[config.mk]
export PLATFORM = sky130hd
export DESIGN_NAME = glcd_refresh_engine
export DESIGN_NICKNAME = d
export VERILOG_FILES = /design/src/rtl/glcd_refresh_engine.sv
export SDC_FILE = /design/constraint.sdc
export NUM_CORES = 1
export LEC_CHECK = 0
export ABC_CLOCK_PERIOD_IN_PS = 4000
export BUFFER_PORTS_ARGS = -buffer_cell sky130_fd_sc_hd__buf_4
export CAP_MARGIN = 15
export CORE_MARGIN = 3
export CORE_UTILIZATION = 40
export DETAILED_ROUTE_END_ITERATION = 16
export PLACE_DENSITY = 0.61
export SYNTH_ARGS = -nofsm -noshare
export SYNTH_HDL_FRONTEND = slang
export SYNTH_SLANG_ARGS = --single-unit
[constraint.sdc]
create_clock -name clk -period 4 [get_ports clk]
set_input_delay 1.2 -clock clk [delete_from_list [all_inputs] [get_ports clk]]
set_output_delay 1.2 -clock clk [all_outputs]
set_load 0.02 [all_outputs]
[src/rtl/glcd_refresh_engine.sv]
// Refresh engine for a multi-controller KS0108-class graphic LCD: sequences the panel's
// power-on reset and init, then streams masked pages from a synchronous frame-buffer RAM.
module glcd_refresh_engine #(
    parameter int NUM_CHIPS = 2,
    parameter int PAGES     = 8,
    parameter int COLS      = 64,
    parameter int RST_CYC   = 16,
    parameter int SETUP_CYC = 2,
    parameter int EN_CYC    = 4,
    parameter int HOLD_CYC  = 2,
    localparam int CW = (NUM_CHIPS > 1) ? $clog2(NUM_CHIPS) : 1,
    localparam int PW = (PAGES > 1) ? $clog2(PAGES) : 1,
    localparam int YW = (COLS > 1) ? $clog2(COLS) : 1,
    localparam int AW = CW + PW + YW
) (
    input  logic                 clk,
    input  logic                 rst,
    input  logic                 start_i,
    input  logic [PAGES-1:0]     page_mask_i,
    output logic                 busy_o,
    output logic                 done_o,
    output logic [AW-1:0]        addr_o,
    input  logic [7:0]           data_i,
    output logic [7:0]           db_o,
    output logic                 dori_o,
    output logic [NUM_CHIPS-1:0] cs_o,
    output logic                 en_o,
    output logic                 rw_o,
    output logic                 rst_o
);
    localparam int TX_LEN = SETUP_CYC + EN_CYC + HOLD_CYC;
    localparam int PHW    = $clog2(TX_LEN);
    localparam int RCW    = (RST_CYC > 1) ? $clog2(RST_CYC) : 1;

    typedef enum logic [3:0] {
        S_RST_LOW, S_RST_HIGH, S_INIT, S_IDLE, S_PAGE_CMD, S_COL_CMD, S_DATA, S_EMPTY, S_DONE
    } state_t;

    state_t               state_q, state_d;
    logic [PHW-1:0]       ph_q, ph_d;
    logic [RCW-1:0]       rcnt_q, rcnt_d;
    logic [CW-1:0]        chip_q, chip_d;
    logic [PW-1:0]        page_q, page_d;
    logic [YW-1:0]        col_q, col_d;
    logic                 step_q, step_d;
    logic [PAGES-1:0]     mask_q, mask_d;
    logic                 sync1_q, sync2_q, queued_q, queued_d;
    logic                 rst_n_q, rst_n_d, en_q, en_d, dori_q, dori_d, busy_q, busy_d, done_q, done_d;
    logic [7:0]           db_q, db_d;
    logic [NUM_CHIPS-1:0] cs_q, cs_d;
    logic [AW-1:0]        addr_q, addr_d;

    logic                 start_edge, tx_state, tx_last, launch, l_data;
    logic [7:0]           l_cmd;
    logic [PW:0]          np;

    // Lowest set page at or above 'from'; MSB of the result flags whether one exists.
    function automatic logic [PW:0] next_page(input logic [PAGES-1:0] m, input int from);
        logic [PW:0] r;
        r = '0;
        for (int p = PAGES - 1; p >= 0; p--) begin
            if (p >= from && m[p]) r = {1'b1, PW'(p)};
        end
        return r;
    endfunction

    assign start_edge = sync1_q & ~sync2_q;
    assign tx_state   = (state_q == S_INIT) || (state_q == S_PAGE_CMD) ||
                        (state_q == S_COL_CMD) || (state_q == S_DATA);
    assign tx_last    = (ph_q == PHW'(TX_LEN - 1));

    always_comb begin
        state_d  = state_q;  ph_d   = ph_q;   rcnt_d = rcnt_q; chip_d = chip_q;
        page_d   = page_q;   col_d  = col_q;  step_d = step_q; mask_d = mask_q;
        queued_d = queued_q; rst_n_d = rst_n_q; en_d = en_q;   dori_d = dori_q;
        db_d     = db_q;     cs_d   = cs_q;   addr_d = addr_q; busy_d = busy_q;
        done_d   = 1'b0;
        launch   = 1'b0;     l_data = 1'b0;   l_cmd  = '0;     np     = '0;

        if (start_edge) queued_d = 1'b1;

        case (state_q)
            S_RST_LOW: begin
                if (rcnt_q == RCW'(RST_CYC - 1)) begin
                    rcnt_d  = '0;
                    rst_n_d = 1'b1;
                    state_d = S_RST_HIGH;
                end else begin
                    rcnt_d = rcnt_q + 1'b1;
                end
            end
            S_RST_HIGH: begin
                if (rcnt_q == RCW'(RST_CYC - 1)) begin
                    state_d = S_INIT;
                    chip_d  = '0;
                    step_d  = 1'b0;
                    launch  = 1'b1;
                    l_cmd   = 8'h3F;
                end else begin
                    rcnt_d = rcnt_q + 1'b1;
                end
            end
            S_INIT: begin
                if (tx_last) begin
                    if (!step_q) begin
                        step_d = 1'b1;
                        launch = 1'b1;
                        l_cmd  = 8'hC0;
                    end else if (chip_q == CW'(NUM_CHIPS - 1)) begin
                        state_d = S_IDLE;
                        busy_d  = 1'b0;
                    end else begin
                        chip_d = chip_q + 1'b1;
                        step_d = 1'b0;
                        launch = 1'b1;
                        l_cmd  = 8'h3F;
                    end
                end
            end
            S_IDLE: begin
                if (start_edge || queued_q) begin
                    queued_d = 1'b0;
                    mask_d   = page_mask_i;
                    busy_d   = 1'b1;
                    chip_d   = '0;
                    np       = next_page(page_mask_i, 0);
                    if (np[PW]) begin
                        page_d  = np[PW-1:0];
                        col_d   = '0;
                        state_d = S_PAGE_CMD;
                        launch  = 1'b1;
                        l_cmd   = 8'hB8 | 8'(np[PW-1:0]);
                    end else begin
                        state_d = S_EMPTY;
                    end
                end
            end
            S_PAGE_CMD: begin
                if (tx_last) begin
                    state_d = S_COL_CMD;
                    launch  = 1'b1;
                    l_cmd   = 8'h40;
                end
            end
            S_COL_CMD: begin
                if (tx_last) begin
                    state_d = S_DATA;
                    launch  = 1'b1;
                    l_data  = 1'b1;
                end
            end
            S_DATA: begin
                if (tx_last) begin
                    if (col_q != YW'(COLS - 1)) begin
                        col_d  = col_q + 1'b1;
                        launch = 1'b1;
                        l_data = 1'b1;
                    end else begin
                        // Unset pages cost no cycles: jump straight to the next set one.
                        np = next_page(mask_q, int'(page_q) + 1);
                        if (!np[PW] && chip_q != CW'(NUM_CHIPS - 1)) begin
                            chip_d = chip_q + 1'b1;
                            np     = next_page(mask_q, 0);
                        end
                        if (np[PW]) begin
                            page_d  = np[PW-1:0];
                            col_d   = '0;
                            state_d = S_PAGE_CMD;
                            launch  = 1'b1;
                            l_cmd   = 8'hB8 | 8'(np[PW-1:0]);
                        end else begin
                            state_d = S_DONE;
                            done_d  = 1'b1;
                            busy_d  = 1'b0;
                        end
                    end
                end
            end
            S_EMPTY: begin
                state_d = S_DONE;
                done_d  = 1'b1;
                busy_d  = 1'b0;
            end
            S_DONE:  state_d = S_IDLE;
            default: state_d = S_RST_LOW;
        endcase

        // Bus lines change only when a new transaction launches; data bytes arrive one
        // cycle after the address, so they are captured at the end of setup cycle 1.
        if (launch) begin
            ph_d   = '0;
            en_d   = 1'b0;
            cs_d   = NUM_CHIPS'(1) << chip_d;
            dori_d = l_data;
            if (l_data) addr_d = {chip_d, page_d, col_d};
            else        db_d   = l_cmd;
        end else if (tx_state && !tx_last) begin
            ph_d = ph_q + 1'b1;
            en_d = (ph_d >= PHW'(SETUP_CYC)) && (ph_d < PHW'(SETUP_CYC + EN_CYC));
            if (dori_q && ph_q == PHW'(1)) db_d = data_i;
        end
    end

    always_ff @(posedge clk) begin
        if (rst) begin
            state_q <= S_RST_LOW; ph_q <= '0; rcnt_q <= '0; chip_q <= '0; page_q <= '0;
            col_q <= '0; step_q <= 1'b0; mask_q <= '0; sync1_q <= 1'b0; sync2_q <= 1'b0;
            queued_q <= 1'b0; rst_n_q <= 1'b0; en_q <= 1'b0; dori_q <= 1'b0; db_q <= '0;
            cs_q <= '0; addr_q <= '0; busy_q <= 1'b1; done_q <= 1'b0;
        end else begin
            state_q <= state_d; ph_q <= ph_d; rcnt_q <= rcnt_d; chip_q <= chip_d; page_q <= page_d;
            col_q <= col_d; step_q <= step_d; mask_q <= mask_d; sync1_q <= start_i;
            sync2_q <= sync1_q; queued_q <= queued_d; rst_n_q <= rst_n_d; en_q <= en_d;
            dori_q <= dori_d; db_q <= db_d; cs_q <= cs_d; addr_q <= addr_d;
            busy_q <= busy_d; done_q <= done_d;
        end
    end

    assign busy_o = busy_q;
    assign done_o = done_q;
    assign addr_o = addr_q;
    assign db_o   = db_q;
    assign dori_o = dori_q;
    assign cs_o   = cs_q;
    assign en_o   = en_q;
    assign rw_o   = 1'b0;
    assign rst_o  = rst_n_q;
endmodule

# Yosys cells after proc, flatten, opt, wreduce, memory -nomap -nowiden

Index checks and enable logic that the tools add are counted.

Bits in registers: 58
Latch bits: 0
Bits in writable memories: 0
Memory bits (read-only): 0
Input port bits: 19
Output and inout port bits: 26
Word-level logic and storage cells: 216
Memories kept: 0

$add $sub $neg: 5
Multipliers: 0
Div/mod/pow operators: 0
$lt $le $gt $ge: 10
Equal/unequal tests: 25
Shift-type cells: 1
Mux-type cells: 119
Bitwise logic cells: 3
Reductions and logical operators: 34

Operator list:

| cell                                                                               | number |
|---|---|
| 4-bit two-way mux                                                                  | 46 |
| 8-bit two-way mux                                                                  | 11 |
| 6-bit two-way mux                                                                  | 7 |
| 8-bit case mux with 5 select lines                                                 | 1 |
| 1-bit two-way mux                                                                  | 37 |
| 4-bit case mux with 9 select lines                                                 | 1 |
| 2-bit inequality test, second input constant                                       | 13 |
| 4-bit by 3-bit == test with 1-bit output, second input constant                    | 4 |
| 3-bit by 4-bit greater-or-equal comparator with 1-bit output, first input constant | 4 |
| 3-bit two-way mux                                                                  | 5 |
| 1-bit logical AND                                                                  | 12 |
| 6-bit case mux with 2 select lines                                                 | 1 |
| 10-bit AND reduction                                                               | 1 |
| 4-bit by 2-bit == test with 1-bit output, second input constant                    | 2 |
| 4-bit == test, second input constant                                               | 2 |
| 1-bit by 4-bit greater-or-equal comparator with 1-bit output, first input constant | 2 |
| 2-bit by 4-bit greater-or-equal comparator with 1-bit output, first input constant | 2 |
| 1-bit case mux with 4 select lines                                                 | 2 |
| 4-bit case mux with 2 select lines                                                 | 1 |
| 2-bit AND reduction                                                                | 4 |
| 8-bit AND reduction                                                                | 1 |
| 2-bit nonzero test                                                                 | 4 |
| 7-bit two-way mux                                                                  | 1 |
| 6-bit by 1-bit adder with 6-bit output, second input constant                      | 1 |
| other kinds (23)                                                                   | 32 |

# Longest topological paths before layout

Word-level depth: 26
Depth in mapped cells: 11
Mapped depth without buffers: 9

# Least setup slack after synthesis

No wires, ideal clock.

Path type: input to register
Start: input page_mask_i[4]
End: register db_q[5] (netlist: db_o[5])
Library setup time: 132 ps
Arrival: 2,668 ps
Required time: 3,868 ps
Slack: 1,199 ps
Stages on the path: 8
Path buffers: 1
Path through: nor4_1 nand2_1 a311o_1 o31ai_4 a21oi_2 buf_2 nor2_1 a211oi_2

Cells in the longest elaborated chain, start to end: 12
Elaborated cells on any way between the ends: 19
Classes of those cells: eq/ne: 1; mux: 15; reduce/logical: 3

RTL lines:

| what                                                                                            | RTL line | text |
|---|---|---|
| from (decl)                                                                                     | 19       | `input logic [PAGES-1:0] page_mask_i,` |
| 4-bit two-way mux (*) (5 in series)                                                             | 62       | `if (p >= from && m[p]) r = {1'b1, PW'(p)};` |
| 4-bit two-way mux (*)                                                                           | 121      | `if (start_edge \|\| queued_q) begin` |
| 4-bit two-way mux (*)                                                                           | 82       | `case (state_q)` |
| 1-bit two-way mux / 8-bit two-way mux (equally long branches)                                   | 127      | `if (np[PW]) begin` |
| 1-bit two-way mux / 8-bit two-way mux (equally long branches)                                   | 121      |  |
| 1-bit case mux with 5 select lines / 8-bit case mux with 5 select lines (equally long branches) | 82       |  |
| 2-bit inequality test (no line), or another cell as far along                                   | n/a      |  |
| 3-bit AND reduction (no line) / 8-bit two-way mux (equally long branches)                       | n/a      |  |
| to (signal assigned)                                                                            | 208      | `queued_q <= 1'b0; rst_n_q <= 1'b0; en_q <= 1'b0; dori_q <= 1'b0; db_q <= '0;` |
| to (signal assigned)                                                                            | 214      | `dori_q <= dori_d; db_q <= db_d; cs_q <= cs_d; addr_q <= addr_d;` |
| to (decl)                                                                                       | 49       | `logic [7:0] db_q, db_d;` |

Every way passes the cells marked *; elsewhere a longest branch is shown, timed or not. The select of a mux whose other input is x is not followed.
A chain may end at the register's enable or synchronous reset.

# Final worst setup path

Start: register page_q[1]
End: register db_q[5] (netlist: db_o[5])

Cells in the longest elaborated chain, start to end: 26
Elaborated cells on any way between the ends: 48
Classes of those cells: add/sub: 1; order compare: 8; eq/ne: 1; mux: 25; reduce/logical: 13

RTL lines:

| what                                                                                            | RTL line | text |
|---|---|---|
| from (decl)                                                                                     | 43       | `logic [PW-1:0] page_q, page_d;` |
| from (signal assigned)                                                                          | 211      | `state_q <= state_d; ph_q <= ph_d; rcnt_q <= rcnt_d; chip_q <= chip_d; page_q <= page_d;` |
| 3-bit by 1-bit adder with 4-bit output (*)                                                      | 160      | `np = next_page(mask_q, int'(page_q) + 1);` |
| 3-bit by 4-bit greater-or-equal comparator with 1-bit output                                    | 62       |  |
| 1-bit logical AND                                                                               | 62       |  |
| 4-bit two-way mux (7 in series)                                                                 | 62       |  |
| 4-bit two-way mux (*)                                                                           | 62       |  |
| 4-bit two-way mux (*)                                                                           | 154      | `if (col_q != YW'(COLS - 1)) begin` |
| 4-bit two-way mux (*)                                                                           | 153      | `if (tx_last) begin` |
| 4-bit two-way mux (*)                                                                           | 82       |  |
| [4 not listed]                                                                                  | n/a      |  |
| 4-bit two-way mux (*)                                                                           | 153      |  |
| 4-bit two-way mux (*)                                                                           | 82       |  |
| 1-bit two-way mux / 8-bit two-way mux (equally long branches)                                   | 165      | `if (np[PW]) begin` |
| 1-bit two-way mux / 8-bit two-way mux (equally long branches)                                   | 154      |  |
| 1-bit two-way mux / 8-bit two-way mux (equally long branches)                                   | 153      |  |
| 1-bit case mux with 5 select lines / 8-bit case mux with 5 select lines (equally long branches) | 82       |  |
| 2-bit inequality test (no line), or another cell as far along                                   | n/a      |  |
| 3-bit AND reduction (no line) / 8-bit two-way mux (equally long branches)                       | n/a      |  |

Marks and branches as above.

==> results.yml <==
power:
  swShare: 0.2855
  internal_power_mw: 0.9004
  ir_worst_vdd_uv: 214.7
  p_clk_frac: 0.386
  p_switching_mw: 0.3597
  seqPwrFrac: 0.499
  power_density_nw_per_um2: 346.1
  p_leak_nw: 1.388
  power_frac_comb: 0.115
synth:
  yosysMostFrequentCell: "nor2_1"
  synth-main-ff-cell: "dfxtp_1"
  async_flop_share: 0
  synth_common_cells: "nor2_1, dfxtp_1, a21oi_1, nand2_1"
  ys_types: 63
  synth_edf_count: 0
  ys_top_cells_by_area: "dfxtp_1, nor2_1, a21oi_1, nand2_1, ha_1"
  yosysWarnings: 0
  synth_area_sq_um: 3077
  synth-seq-area-share: 0.3774
  netlist_instances: 385
  synth_area_leader_cell: "dfxtp_1"
  synth_fp_nets: 412
  avgSynthCellArea_sq_um: 7.991
  synth_top_cell_area_share: 0.3774
  synth_seq_cells: 58
layout:
  design_area_sq_um: 3641
  multi_input_area_sq_um: 1772
  fillers: 748
  nNetsFinal: 451
  diodes: 0
  synthToLayoutAreaGrowth_pct: 18.34
  drive_gt1_frac: 0.1772
  register_area_sq_um: 1161
sta:
  max_freq_mhz: 306.9
  tightest_slew_ps: 570.0
  finalSetupTns_ps: 0
  min_period_over_period: 0.8147
  clock_skew_ps: 7.444
  rsz0062_at_grt: "false"
  drv_slew: 0
  relSlewSlack: 0.6160
  period_minus_slack_ps: 3259
  hold_viol_final: 0
  finalSetupViolations: 0
cts:
  htree_num_levels: 3
  clockRootBuffer: "clkbuf_8"
  clk_latency_ps: 340
  holdBufCountCts: 0
  numClockSinks: 58
  cts_buffers: 9
  cts_max_path_buffers: 2
  post_cts_buffers: 0
  post_cts_resized: 0
  clk_pin_slew_ps: 70
  cts_tree: "built"
setup_path:
  worstReg2RegStart: "page_q[1]"
  cp_data_required_time_ps: 4260
  worstPathArrival_ps: 3520
  regToRegSetupSlack_ps: 740
  crit_start: "page_q[1]"
  ff2ff_path_depth: 9
  path_class: "flip-flop to flip-flop"
  cp_slowest_stage_delay_ps: 580
  crit_chain: "inv_1 > ha_1 > nand2b_1 > o311a_1 > or3_1 > o31ai_4 > a21oi_2 > and3_4 > a211oi_2"
  reg2reg_to: "db_o[5]"
  cp_max_fo: 14
  endpoint_kind: "flip-flop"
  critPathSlowestCell: "o31ai_4"
  cp-start-kind: "flip-flop"
grt:
  overflow: 0
  grt_usage: 0.1874
  grt_pass1_wl_mm: 13.21
  antenna_found_initial: 0
  grt_pass1_vias: 2800
  grt_start_max_net_pins: 54
placed_design:
  postPlaceCellArea_sq_um: 3462
  place.gp.congestion: 0.8743
  port_buffers: 43
  hpwl_mm: 5.598
status:
  status: "complete, no violations"
worst_hold_path:
  min_from: "addr_o[2]"
  hold_depth: 2
  hold_class: "flip-flop to flip-flop"
  hold_end: "addr_o[2]"
floorplan:
  num_rows: 31
  core_area_sq_um: 7370
  die_w_microns: 93.70
  die_h_microns: 93.70
  io_pins: 45
  die-area_sq_um: 8780
  initial_core_util: 0.4175
detailed_routing:
  ant_nets: 0
  viasPerCell: 5.473
  drc: 0
  vias: 2890
  drt_iter0_drc: 111
  post_drt_wl_per_cell_microns: 14.46
  wirelength_mm: 7.637
  dr.pass1.iters: 4
run:
  cap_violations: 0
-- flip-flops by register name, summed over array words and instances (netlist names) --
register	flops
state_q	4
db_o	8
sync1_q	1
ph_q	3
chip_q	1
step_q	1
dori_o	1
busy_o	1
queued_q	1
cs_o	2
rst_o	1
rcnt_q	4
done_o	1
page_q	3
en_o	1
sync2_q	1
mask_q	8
col_q	6
addr_o	10
-- layout by cell type, fill, tap and decap left out, types with 9 or more instances in the layout --
cell type	synthesis	layout
inv_1	14	14
a211oi_1	11	11
buf_4	3	47
nor2b_1	9	9
nand2_1	34	34
o21ai_0	12	12
nand3_1	12	12
clkbuf_8	0	10
dfxtp_1	58	58
nor2_1	63	63
a21oi_1	37	37
-- power groups by stage --
| stage | combinational (mW) | sequential [mW] | clock [mW] |
|---|---|---|---|
| after global routing | 0.168 | 0.632 | 0.530 |
| after CTS | 0.145 | 0.627 | 0.501 |
| after floorplan | 0.117 | 0.627 | 0 |
| after detailed placement | 0.145 | 0.641 | 0 |
| after global placement | 0.144 | 0.640 | 0 |
| final | 0.145 | 0.629 | 0.486 |
-- worst max path at each step --
stage / slack, ps / cells after the start / to
finish: 740 / 9 / db_o[5]
global route: 410 / 9 / db_o[3]
CTS: 720 / 9 / db_o[3]
detailed placement: 530 / 8 / db_o[3]
global placement: 600 / 8 / db_o[7]
floorplan: 1200 / 8 / db_o[5]
-- cells by family after synthesis --
kind of cell | synth area share
compound gates | 0.2497
flops | 0.3774
fa+ha+maj | 0.03253
other cells | 0.001219
simple gates | 0.2542
xor+xnor | 0.008542
buf+inv | 0.04676
mux | 0.02969
-- per-layer routing --
metal  share of wire  up-vias  GRT usage
li1                -     1467          -
met1            0.48     1350     0.2524
met2            0.46       60     0.2921
met3           0.046       13    0.03526
met4           0.017        0    0.08063
met5               0        -          0
-- final cells by class --
| type | instances | area share |
|---|---|---|
| clock buffers | 10 | 0.03780 |
| clock inverters | 6 | 0.01134 |
| inverters | 14 | 0.01443 |
| multi-input cells | 294 | 0.4866 |
| flip-flops and latches | 58 | 0.3189 |
| well taps | 99 | 0.03402 |
| repair buffers | 47 | 0.09691 |
-- stage by stage --
step	hold WS [ps]	util	worst slack, ps	cells	total power [mW]
floorplan	429.7	-	1199	385	0.7434
global placement	443.3	0.4698	599.6	512	0.7837
detailed placement	448.5	0.4698	526.8	512	0.7852
CTS	461.0	0.4941	719.8	528	1.274
global route	473.5	0.4941	405.1	528	1.331
finish	456.7	0.4941	741.3	528	1.260
-- worst max-delay path, delay by kind of cell (launching register included) --
family	cells	cell delay, ps
AO/OA/AOI/OAI	4	1430
flip-flops	1	460
AND/OR/NAND/NOR	3	1030
adder cells (fa/ha/maj)	1	170
buffers and inverters	1	70
Power figures use the tool's default switching activity.
